[src/rtl/ws2812_stream_decoder.sv]
// WS2812B receive-side decoder: measures each high pulse on the synchronised line,
// packs bits LSB-first into 24-bit words and detects the long-low latch code.
module ws2812_stream_decoder #(
    parameter int MIN_HIGH   = 6,
    parameter int BIT_THRESH = 24,
    parameter int MAX_HIGH   = 60,
    parameter int RESET_LOW  = 1000,
    parameter int CNT_W      = 11
) (
    input  logic        clk,
    input  logic        reset,
    input  logic        din,
    output logic [23:0] data,
    output logic        valid,
    output logic        latch,
    output logic [8:0]  frame_words,
    output logic        err
);

    typedef enum logic [1:0] {
        WAIT_RST,
        IDLE,
        HIGH,
        LOW
    } state_t;

    localparam logic [CNT_W-1:0] MIN_HIGH_C   = CNT_W'(MIN_HIGH);
    localparam logic [CNT_W-1:0] BIT_THRESH_C = CNT_W'(BIT_THRESH);
    localparam logic [CNT_W-1:0] MAX_HIGH_C   = CNT_W'(MAX_HIGH);
    localparam logic [CNT_W-1:0] RESET_LOW_C  = CNT_W'(RESET_LOW);

    state_t            state_reg, state_next;
    logic              din_meta_reg, din_s_reg, din_q_reg;
    logic              rise, fall;
    logic [CNT_W-1:0]  cnt_reg, cnt_next, cnt_inc;
    logic [4:0]        bitidx_reg, bitidx_next;
    logic [23:0]       shreg_reg, shreg_next;
    logic [8:0]        word_cnt_reg, word_cnt_next, word_cnt_inc;
    logic [23:0]       data_next;
    logic [8:0]        frame_words_next;
    logic              valid_next, latch_next, err_next;
    logic              bit_val, shift_en;

    assign rise    = din_s_reg & ~din_q_reg;
    assign fall    = ~din_s_reg & din_q_reg;
    assign cnt_inc = (cnt_reg == '1) ? cnt_reg : cnt_reg + CNT_W'(1);
    assign word_cnt_inc = (word_cnt_reg == '1) ? word_cnt_reg : word_cnt_reg + 9'd1;
    assign bit_val = (cnt_reg >= BIT_THRESH_C);

    // Each shift-register bit only loads when its own index is the one being decoded.
    genvar gi;
    generate
        for (gi = 0; gi < 24; gi++) begin : g_shreg
            assign shreg_next[gi] = (shift_en && (bitidx_reg == 5'(gi))) ? bit_val : shreg_reg[gi];
        end
    endgenerate

    always_comb begin
        state_next       = state_reg;
        cnt_next         = cnt_inc;
        bitidx_next      = bitidx_reg;
        word_cnt_next    = word_cnt_reg;
        data_next        = data;
        frame_words_next = frame_words;
        valid_next       = 1'b0;
        latch_next       = 1'b0;
        err_next         = 1'b0;
        shift_en         = 1'b0;

        case (state_reg)
            WAIT_RST: begin
                if (din_s_reg) begin
                    cnt_next = '0;
                end else if (cnt_reg == RESET_LOW_C) begin
                    state_next = IDLE;
                end
            end
            IDLE: begin
                if (rise) begin
                    state_next = HIGH;
                    cnt_next   = CNT_W'(1);
                end
            end
            HIGH: begin
                if (din_s_reg) begin
                    if (cnt_reg == MAX_HIGH_C) begin
                        err_next      = 1'b1;
                        state_next    = WAIT_RST;
                        cnt_next      = '0;
                        bitidx_next   = '0;
                        word_cnt_next = '0;
                    end
                end else if (fall) begin
                    if (cnt_reg < MIN_HIGH_C) begin
                        err_next      = 1'b1;
                        state_next    = WAIT_RST;
                        cnt_next      = '0;
                        bitidx_next   = '0;
                        word_cnt_next = '0;
                    end else begin
                        shift_en   = 1'b1;
                        state_next = LOW;
                        cnt_next   = CNT_W'(1);
                        if (bitidx_reg == 5'd23) begin
                            data_next     = {bit_val, shreg_reg[22:0]};
                            valid_next    = 1'b1;
                            bitidx_next   = '0;
                            word_cnt_next = word_cnt_inc;
                        end else begin
                            bitidx_next = bitidx_reg + 5'd1;
                        end
                    end
                end
            end
            LOW: begin
                if (rise) begin
                    state_next = HIGH;
                    cnt_next   = CNT_W'(1);
                end else if (cnt_reg == RESET_LOW_C) begin
                    latch_next       = 1'b1;
                    frame_words_next = word_cnt_reg;
                    word_cnt_next    = '0;
                    state_next       = IDLE;
                    // A latch arriving mid-word means the partial word is lost.
                    if (bitidx_reg != 5'd0) begin
                        err_next    = 1'b1;
                        bitidx_next = '0;
                    end
                end
            end
            default: begin
                state_next = WAIT_RST;
                cnt_next   = '0;
            end
        endcase
    end

    always_ff @(posedge clk) begin
        if (reset) begin
            din_meta_reg <= 1'b0;
            din_s_reg    <= 1'b0;
            din_q_reg    <= 1'b0;
            state_reg    <= WAIT_RST;
            cnt_reg      <= '0;
            bitidx_reg   <= '0;
            shreg_reg    <= '0;
            word_cnt_reg <= '0;
            data         <= '0;
            frame_words  <= '0;
            valid        <= 1'b0;
            latch        <= 1'b0;
            err          <= 1'b0;
        end else begin
            din_meta_reg <= din;
            din_s_reg    <= din_meta_reg;
            din_q_reg    <= din_s_reg;
            state_reg    <= state_next;
            cnt_reg      <= cnt_next;
            bitidx_reg   <= bitidx_next;
            shreg_reg    <= shreg_next;
            word_cnt_reg <= word_cnt_next;
            data         <= data_next;
            frame_words  <= frame_words_next;
            valid        <= valid_next;
            latch        <= latch_next;
            err          <= err_next;
        end
    end

endmodule

[config.mk]
export PLATFORM = sky130hd
export DESIGN_NAME = ws2812_stream_decoder
export DESIGN_NICKNAME = d
export VERILOG_FILES = /design/src/rtl/ws2812_stream_decoder.sv
export SDC_FILE = /design/constraint.sdc
export NUM_CORES = 1
export LEC_CHECK = 0
export BUFFER_PORTS_ARGS = -buffer_cell sky130_fd_sc_hd__buf_2
export CORE_MARGIN = 10
export CORE_UTILIZATION = 35
export CTS_CLUSTER_DIAMETER = 60
export CTS_CLUSTER_SIZE = 12
export DETAILED_ROUTE_END_ITERATION = 10
export GPL_TIMING_DRIVEN = 0
export PLACE_DENSITY = 0.61
export SYNTH_ARGS = -nofsm -noshare
export SYNTH_HDL_FRONTEND = slang
export SYNTH_SLANG_ARGS = --single-unit
export TNS_END_PERCENT = 10
[constraint.sdc]
create_clock -name clk -period 4.7 [get_ports clk]
set_input_delay 0.47 -clock clk [delete_from_list [all_inputs] [get_ports clk]]
set_output_delay 0.47 -clock clk [all_outputs]
set_load 0.02 [all_outputs]
==> impl_results.md, run 1 <==
* Final setup violation count at 0
* Yosys top cell area share at 46.2%
* Setup Buffers After CTS at 0
* Post-synth net total at 473
* FF+latch count, synth at 89
* I/O pin count at 39
* Root Driver: clkbuf_8
* Mean Syn Cell Area at 8.36 µm²
* Met3 usage at 3.55%
* Reg clk slew, reported paths at 80 ps
* Die Ht at 125 µm
* Number of remaining DRC errors at 0
* Initial antenna violation count at 0
* Max clock buf depth at 2
* Port-buffer cells at 38
* First-pass GRT wire length at 15.3 mm
* Async SR Flop Fraction at 0%
* Drt pass-1 iters at 4
* Vias in the first global route at 3314
* Sequential fraction of the synthesis area at 46.2%
* EDFF count, synth at 0
* Slew @ Worst Pin at 684 ps
* Slew Limit Fails at 0
* Fin util at 40.6%
* Cell area after synthesis at 0.00386 mm²
* HP Start: din
* Drt first-iter violations at 194
* Overflow after GRT at 0
* Avg Vias per Cell at 5.02
* Fmax at 439 MHz
* Cts bufs inserted at 9
* Worst Hold Depth at 2
* Met2 Use GR at 19.5%
* Final hold viol count at 0
* Max-slew headroom at 53.8%
* Worst Path Required at 5020 ps
* Max FFs per register at 24
* Core area at 0.0108 mm²
* Max Cap Viol at 0
* Setup TNS at 0 ps
* Vias at 3286
* Hold Crit Class: in2reg
* Rows at 38
* Hold-fix buffers at CTS at 0
* Crit start category: flop
* Antenna diodes at 0
* RSZ-0062 raised after global routing: no
* Die Wd at 125 µm
* Fillers at 1130
* RR Endpoint: word_cnt_reg[8]
* Clock latency on the worst-skew pair at 370 ps
* Synth top area cells: dfxtp_1, nand2_1, a21oi_1
* Unique masters post-synth at 56
* Leak at 1.64 nW
* Fin Hold WS at 306 ps
* DRT Wirelength at 8.96 mm
* PD cells at 287 mW/mm²
* Overall Global Routing Usage at 11.4%
* Post-DP HPWL at 6.60 mm
* Worst r2r path cells at 10
* Post-synthesis instance total at 461
* Reg2reg setup slack at 2420 ps
* Final Skew at 6.16 ps
* Worst-path fanout max at 10
* Top_reg_cell synth: dfxtp_1
* CTS tree: yes
* GR Util met1 at 13.4%
* WHS Endpoint: din_meta_reg
* Minimum clock period at 2280 ps
* Setup Crit Path Kind: reg2reg
* Ys Warns at 0
* Commonest non-fill, non-tap cell in the layout: nand2_1
* Ratio of cells with drive above 1 in the final layout at 15.6%
* Crit path DAT at 2600 ps
* ANT nets after route at 0
* P&R area growth vs syn at 13.7%
* Gr busiest metal: met2
* Setup crit end kind: flop
* Area leader, netlist: dfxtp_1
* CTS H-Tree Depth at 3
* VDD IR max at 0.158 mV
* Status: finished, final reports clean
* Num Clock Sinks at 89
* PostCTS Resize Cnt at 0
* GPL Wtd Cong at 0.842
* Largest net degree at the start of global routing at 14
* Most frequent cells in the layout: nand2_1, dfxtp_1, a21oi_1
* Place WS at 2440 ps
* Worst r2r src: word_cnt_reg[0]
* Initial Util at 35.7%
* Net count reported at finish at 522
* Avg WL per Cell at 13.7 µm
* Final period util at 48.5%
* Final WS setup at 2420 ps
* Die footprint at 0.0156 mm²
cell families (layout without fill, tap and decap cells):
logic type                 Yosys count  after routing  share of synthesized area, %
muxes                                4              4                          1.04
AOI/OAI and AO/OA                  100            100                          15.5
buffers and inverters               37             90                          4.32
xor gates and xnor gates             7              7                          1.59
adders and majority gates            9              9                          2.92
DFF                                 89             89                          46.2
and+or+nand+nor                    215            215                          28.4
per-layer routing:
layer | part of all wire (%) | routed length (µm)
met1 | 47 | 4230
met2 | 47 | 4210
met3 | 4.5 | 399
met4 | 1.3 | 117
met5 | 0 | 0
power breakdown:
| part | leakage, nW | switching, mW | total [mW] | internal, mW |
|---|---|---|---|---|
| sequential | 0.717 | 0.00352 | 0.760 | 0.756 |
| clock | 0.0822 | 0.261 | 0.464 | 0.202 |
| combinational | 0.840 | 0.0244 | 0.0331 | 0.00874 |
| total | 1.64 | 0.289 | 1.26 | 0.967 |
cell type report:
type                    instances  area, µm²  area share [%]
well taps                     140        175            4.00
clock buffers                  12        145            3.31
clock inverters                 3       17.5           0.400
repair buffers                 38        190            4.34
inverters                      10       37.5           0.856
flip-flops and latches         89       1780            40.6
plain buffers                  27        129            2.94
multi-input cells             335       1910            43.5
critical path, cell delays in order (launching register included):
cell      delay [ps]
dfxtp_1          350
ha_1             230
and3_1           210
and3_1           220
and3_1           190
ha_1             180
o211ai_2         190
nand3_2          110
buf_6            160
nor4b_2          270
a31o_1           130
per-stage QoR:
stage	std cells	cell area, µm²	power, mW
3_5_place_dp	639	4220	0.811
4_1_cts	654	4380	1.27
3_3_place_gp	639	4220	0.810
5_1_grt	654	4380	1.30
2_1_floorplan	461	3860	0.801
6_report	654	4380	1.26
Yosys cell counts (all sizes together) (5+ instances only):
master and n:
inv 10, buf 12, nor3 6, o21ai 29, and3 13, nand3b 6, clkbuf 15, nor2 22
ha 9, and2 5, nand3 33, a21oi 48, nand4 10, a31o 5, nand2 92, dfxtp 89
nor2b 5
worst max-delay path by stage:
stage	to	slack, ps	from	depth (start not counted)
floorplan	word_cnt_reg[8]	2620	word_cnt_reg[0]	10
global placement	word_cnt_reg[4]	2490	word_cnt_reg[0]	10
detailed placement	word_cnt_reg[6]	2440	word_cnt_reg[0]	10
CTS	word_cnt_reg[8]	2420	word_cnt_reg[0]	10
global route	word_cnt_reg[5]	2240	word_cnt_reg[0]	10
finish	word_cnt_reg[8]	2420	word_cnt_reg[0]	10
Power figures use the tool's default switching activity.
==> run 2, diff against run 1 <==
PLACE_DENSITY = 0.63   (was 0.61)
clock period = 1.95 ns   (was 4.7 ns; I/O delays follow)
==> run 2 against run 1 <==
Against the previous run:
- the flow now finishes with violations (setup timing)
- worst setup slack worse by 2500 ps
- clock skew up 2.4 ps
- clock power rose to 2.5 times the previous value
- flip-flop and latch count unchanged
- critical path type unchanged
- largest power group unchanged
==> impl_results.md, run 2 (same netlist as run 1, synthesis figures left out) <==
* Port-buffer cells at 38 (unchanged)
* Die Ht at 125 µm (unchanged)
* Final Skew at 8.55 ps (+2.40 ps)
* Die Wd at 125 µm (unchanged)
* WHS Endpoint: din_meta_reg
* Sequential cell area at 0.00180 mm² (+1.1%)
* Largest net degree at the start of global routing at 17 (+3)
* Most frequent CP cell: and3_4
* Max-slew headroom at 63.5% (+9.7 points)
* First-pass GRT wire length at 15.5 mm (+1.4%)
* Post-route insts no fill at 662 (+1.2%)
* Slew Limit Fails at 0 (unchanged)
* Clock latency on the worst-skew pair at 360 ps (about the same)
* Worst path top cell family by delay: simple AND/OR/NAND/NOR gates
* Area occupied by multi-input gates at 0.00205 mm² (+7.3%)
* Drt first-iter violations at 178 (-8.2%)
* Final period util at 104% (+55 points)
* Failing checks: setup timing
* CTS H-Tree Depth at 3 (unchanged)
* ANT nets after route at 0 (unchanged)
* Avg WL per Cell at 13.9 µm (+1.4%)
* PD cells at 664 mW/mm² (+130%)
* Placed insts at 639 (unchanged)
* Avg Vias per Cell at 5.10 (+1.5%)
* VDD IR max at 0.360 mV (+130%)
* Max clock buf depth at 2 (unchanged)
* Reg clk slew, reported paths at 90 ps (about the same)
* Rows at 38 (unchanged)
* Place WS at -239 ps (-2680 ps)
* Net count reported at finish at 529 (+1.3%)
* Hold-fix buffers at CTS at 0 (unchanged)
* P&R area growth vs syn at 20.2%
* Minimum clock period at 2030 ps (-252 ps)
* RSZ-0062 raised after global routing: yes
* Core area at 0.0108 mm² (unchanged)
* Critical Path Max Stage Delay at 350 ps (about the same)
* Initial antenna violation count at 0 (unchanged)
* Drt pass-1 iters at 5 (+1)
* Worst r2r src: word_cnt_reg[0]
* Hold Crit Class: in2reg
* Most frequent cells in the layout: nand2_1, dfxtp_1, a21oi_1
* Setup Crit Path Kind: reg2reg
* Bufs and invs on worst path at 1 (unchanged)
* Crit path DAT at 2330 ps (-270 ps)
* Critical path, cell by cell: ha_4 -> and3_4 -> and3_4 -> and3_4 -> ha_4 -> o211ai_2 -> nand3_2 -> buf_6 -> nor4b_4 -> a31o_1
* Status: finished with violations
* CP max-delay cell: dfxtp_2
* Max Cap Viol at 0 (unchanged)
* Fmax at 493 MHz (+12%)
* Overflow after GRT at 0 (unchanged)
* Die footprint at 0.0156 mm² (unchanged)
* Vias at 3377 (+2.8%)
* Worst r2r path cells at 10 (unchanged)
* Final WS setup at -77.1 ps (-2500 ps)
* Vias in the first global route at 3267 (-1.4%)
* HP Start: din
* Antenna diodes at 0 (unchanged)
* Worst-path fanout max at 5 (-5)
* Initial Util at 35.7% (unchanged)
* Reg2reg setup slack at -80 ps (-2500 ps)
* GPL Wtd Cong at 0.858 (+1.9%)
* Slew @ Worst Pin at 548 ps (-136 ps)
* Leak at 1.73 nW (+5.3%)
* Setup crit end kind: flop
* Max FFs per register at 24 (unchanged)
* DRT Wirelength at 9.20 mm (+2.7%)
* Commonest non-fill, non-tap cell in the layout: nand2_1
* Final hold viol count at 0 (unchanged)
* Fin util at 43.0% (+2.3 points)
* Worst Path Required at 2260 ps (-2760 ps)
* Cts bufs inserted at 9 (unchanged)
* Ratio of cells with drive above 1 in the final layout at 23.4% (+7.8 points)
* Num Clock Sinks at 89 (unchanged)
* Crit start category: flop
* I/O pin count at 39 (unchanged)
* Post-DP HPWL at 6.60 mm (+0.11%)
* Number of remaining DRC errors at 0 (unchanged)
* RR Endpoint: word_cnt_reg[8]
* Overall Global Routing Usage at 11.5% (+0.12 points)
* CTS tree: yes
* Final setup violation count at 8 (+8)
* Worst Hold Depth at 2 (unchanged)
* Root Driver: clkbuf_8
* Fillers at 1080 (-4.4%)
## run 2: final cells by class
cell class	instances	share of cell area, %
Multi-Input combinational cell	335	44.2
Sequential cell	89	38.8
Timing Repair Buffer	45	5.32
Tap cell	140	3.78
Buffer	27	3.21
Clock buffer	9	2.67
Clock inverter	7	1.19
Inverter	10	0.810
## run 2: layer usage
metal | vias up | wire, µm | global-route usage, % | part of all wire, %
met5 | - | 0 | 0 | 0
met4 | 0 | 144 | 4.27 | 1.6
met3 | 13 | 358 | 3.13 | 3.9
met2 | 61 | 4360 | 19.5 | 47
met1 | 1580 | 4330 | 13.7 | 47
li1 | 1723 | - | - | -
## run 2: through the flow
| step | setup TNS [ps] | hold WS [ps] | instance area (µm²) | power (mW) |
|---|---|---|---|---|
| finish | -318 | 44.0 | 4640 | 3.08 |
| detailed placement | -6260 | 407 | 4230 | 1.96 |
| floorplan | 0 | 323 | 3870 | 1.93 |
| global route | -2110 | 40.5 | 4640 | 3.20 |
| CTS | -687 | 32.1 | 4540 | 3.11 |
| global placement | -4240 | 404 | 4230 | 1.95 |
## run 2: worst register-to-register path: stages, from the launching register on
cell      delay (ps)
dfxtp_2          350
ha_4             160
and3_4           180
and3_4           180
and3_4           180
ha_4             150
o211ai_2         160
nand3_2          130
buf_6            170
nor4b_4          200
a31o_1           130
## run 2: timing repair
action                     in CTS  in global routing
setup endpoints to repair      44                 69
pin swaps                       7                  4
buffers inserted                3                  3
gates cloned                    1                  0
gates resized for setup        27                 28
## run 2: how the worst max path moves through the flow
stage | start | endpoint | slack, ps | depth (start not counted)
after CTS | word_cnt_reg[0] | word_cnt_reg[8] | -100 | 10
final | word_cnt_reg[0] | word_cnt_reg[8] | -80 | 10
after floorplan | word_cnt_reg[1] | word_cnt_reg[4] | 10 | 10
after detailed placement | bitidx_reg[0] | data[0] | -240 | 7
after global routing | word_cnt_reg[0] | word_cnt_reg[8] | -170 | 10
after global placement | state_reg[1] | data[19] | -170 | 9
## run 2: power by group
group          internal [mW]  leakage [nW]  switching (mW)
registers               1.82         0.724         0.00918
clock network          0.476        0.0915           0.691
logic                 0.0215         0.911          0.0591
==> run 3, diff against run 2 <==
PLACE_DENSITY = default   (was 0.63)
PLACE_DENSITY_LB_ADDON = 0.12   (was default)
==> run 3 against run 2 <==
Against the previous run:
- the run still ends with setup timing left
- hold slack worse by 22 ps
- final cell count is 0.60% lower
- cell area down 0.49%
- largest cell class unchanged
- highest routed layer unchanged
- critical path depth did not move
- largest power group unchanged
- clock power is 12% higher
- clock-buffer cell count up 1
- clock skew is 0.59 ps higher
- first-iteration DRC count down 20%
- sequential power about the same
- flip-flop and latch count is the same
==> impl_results.md, run 3 (same netlist as run 1, synthesis figures left out) <==
* Post-DP HPWL at 6.60 mm (about the same)
* Critical Path Max Stage Delay at 370 ps (+20 ps)
* Die footprint at 0.0156 mm² (unchanged)
* Overflow after GRT at 0 (unchanged)
* Max clock buf depth at 2 (unchanged)
* Fmax at 499 MHz (+1.1%)
* Critical path, cell by cell: ha_4 -> and3_4 -> and3_4 -> and3_4 -> ha_4 -> o211ai_2 -> nand3_2 -> buf_6 -> nor4b_2 -> a31o_1
* Final period util at 103% (-1.1 points)
* RSZ-0062 raised after global routing: yes
* Most frequent cells in the layout: nand2_1, dfxtp_1, a21oi_1
* Antenna diodes at 0 (unchanged)
* Final setup violation count at 9 (+1)
* Clock latency on the worst-skew pair at 380 ps (+20 ps)
* ANT nets after route at 0 (unchanged)
* Reg clk slew, reported paths at 90 ps (about the same)
* Setup Crit Path Kind: reg2reg
* First-pass GRT wire length at 15.5 mm (-0.36%)
* Placed Area at 0.00423 mm² (unchanged)
* Max-slew headroom at 61.8% (-1.7 points)
* Core area at 0.0108 mm² (unchanged)
* Crit start category: flop
* Max Cap Viol at 0 (unchanged)
* Num Clock Sinks at 89 (unchanged)
* Final WS setup at -55.1 ps (+22.0 ps)
* CTS H-Tree Depth at 3 (unchanged)
* Port-buffer cells at 38 (unchanged)
* Bufs and invs on worst path at 1 (unchanged)
* Status: finished with violations
* Worst path top cell family by delay: simple AND/OR/NAND/NOR gates
* Worst Path Required at 2280 ps (+20 ps)
* Commonest non-fill, non-tap cell in the layout: nand2_1
* PD cells at 698 mW/mm² (+5.1%)
* Number of remaining DRC errors at 0 (unchanged)
* DRT Wirelength at 9.22 mm (+0.22%)
* Crit path DAT at 2330 ps (about the same)
* Drt pass-1 iters at 4 (-1)
* I/O pin count at 39 (unchanged)
* GPL Wtd Cong at 0.822 (-4.3%)
* Most frequent CP cell: and3_4
* Vias in the first global route at 3082 (-5.7%)
* VDD IR max at 0.426 mV (+18%)
* Overall Power at 3.22 mW (+4.6%)
* Cts bufs inserted at 9 (unchanged)
* Die Wd at 125 µm (unchanged)
* Initial Util at 35.7% (unchanged)
* Setup crit end kind: flop
* CTS tree: yes
* Die Ht at 125 µm (unchanged)
* Max FFs per register at 24 (unchanged)
* Slew Limit Fails at 0 (unchanged)
* Placed insts at 639 (unchanged)
* Initial antenna violation count at 0 (unchanged)
* Largest net degree at the start of global routing at 16 (-1)
* Root Driver: clkbuf_8
* CP max-delay cell: dfxtp_4
* Final hold viol count at 0 (unchanged)
* Avg Vias per Cell at 4.97 (-2.7%)
* Drt first-iter violations at 142 (-20%)
* Avg WL per Cell at 14.0 µm (+0.83%)
* Failing checks: setup timing
* Fin Hold WS at 22.1 ps (-21.9 ps)
* P&R area growth vs syn at 19.6%
* Final Skew at 9.14 ps (+0.588 ps)
* Finished Cell Area at 0.00461 mm² (-0.49%)
* Overall Global Routing Usage at 11.9% (+0.34 points)
* Ratio of cells with drive above 1 in the final layout at 22.6% (-0.78 points)
* Worst-path fanout max at 5 (unchanged)
* Post-route insts no fill at 658 (-0.60%)
* Setup TNS at -334 ps (-16.7 ps)
* Vias at 3267 (-3.3%)
* Net count reported at finish at 525 (-0.76%)
* Rows at 38 (unchanged)
* Minimum clock period at 2010 ps (-22.0 ps)
* Slew @ Worst Pin at 573 ps (+25.3 ps)
* Leak at 1.69 nW (-1.9%)
* Hold Crit Class: in2reg
[run 3: cell types whose count changed in the layout (fill, tap and decap cells not counted), sizes merged]
| cell | before | now |
|---|---|---|
| clkbuf | 24 | 23 |
| bufinv | 0 | 1 |
| clkinv | 4 | 1 |
| inv | 12 | 11 |
| buf | 57 | 55 |
| clkinvlp | 1 | 3 |
[run 3: area by class of cell]
cell class / count / area (µm²)
multi-input cells: 335 / 2030
fillers: 1071 / 6180
clock inverters: 6 / 66.3
flip-flops and latches: 89 / 1800
well taps: 140 / 175
inverters: 10 / 37.5
repair buffers: 41 / 213
plain buffers: 27 / 148
clock buffers: 10 / 138
[run 3: power breakdown]
part / internal, mW / total (mW) / switching [mW]
clock: 0.628 / 1.31 / 0.681
sequential: 1.82 / 1.83 / 0.00925
combinational: 0.0214 / 0.0811 / 0.0596
[run 3: layer usage]
| metal | wire (µm) | up-vias | global-route usage (%) | part of all wire [%] |
|---|---|---|---|---|
| met5 | 0 | - | 0 | 0 |
| met4 | 93 | 0 | 3.25 | 1.0 |
| met3 | 400 | 6 | 4.73 | 4.3 |
| met2 | 4300 | 45 | 19.3 | 47 |
| met1 | 4420 | 1505 | 14.2 | 48 |
| li1 | - | 1711 | - | - |
[run 3: stage by stage]
step | setup slack (ps) | utilization (%)
floorplan | 10.0 | -
global route | -186 | 42.7
global placement | -244 | 39.2
detailed placement | -236 | 39.2
finish | -55.1 | 42.7
CTS | -90.6 | 41.8
[run 3: worst paths after layout]
check,startpoint,end,slack (ps),cells after the start
max reg2reg,word_cnt_reg[0],word_cnt_reg[8],-60,10
max,word_cnt_reg[0],word_cnt_reg[8],-60,10
min reg2reg,data[11],data[11],450,2
min,din,din_meta_reg,20,2
[run 3: timing repair]
item	in CTS	in global routing
setup endpoints to repair	46	64
hold endpoints to repair	0	0
pin swaps	1	6
hold buffers	0	0
gates cloned	0	1
resized for setup	20	33
buffers inserted	0	2
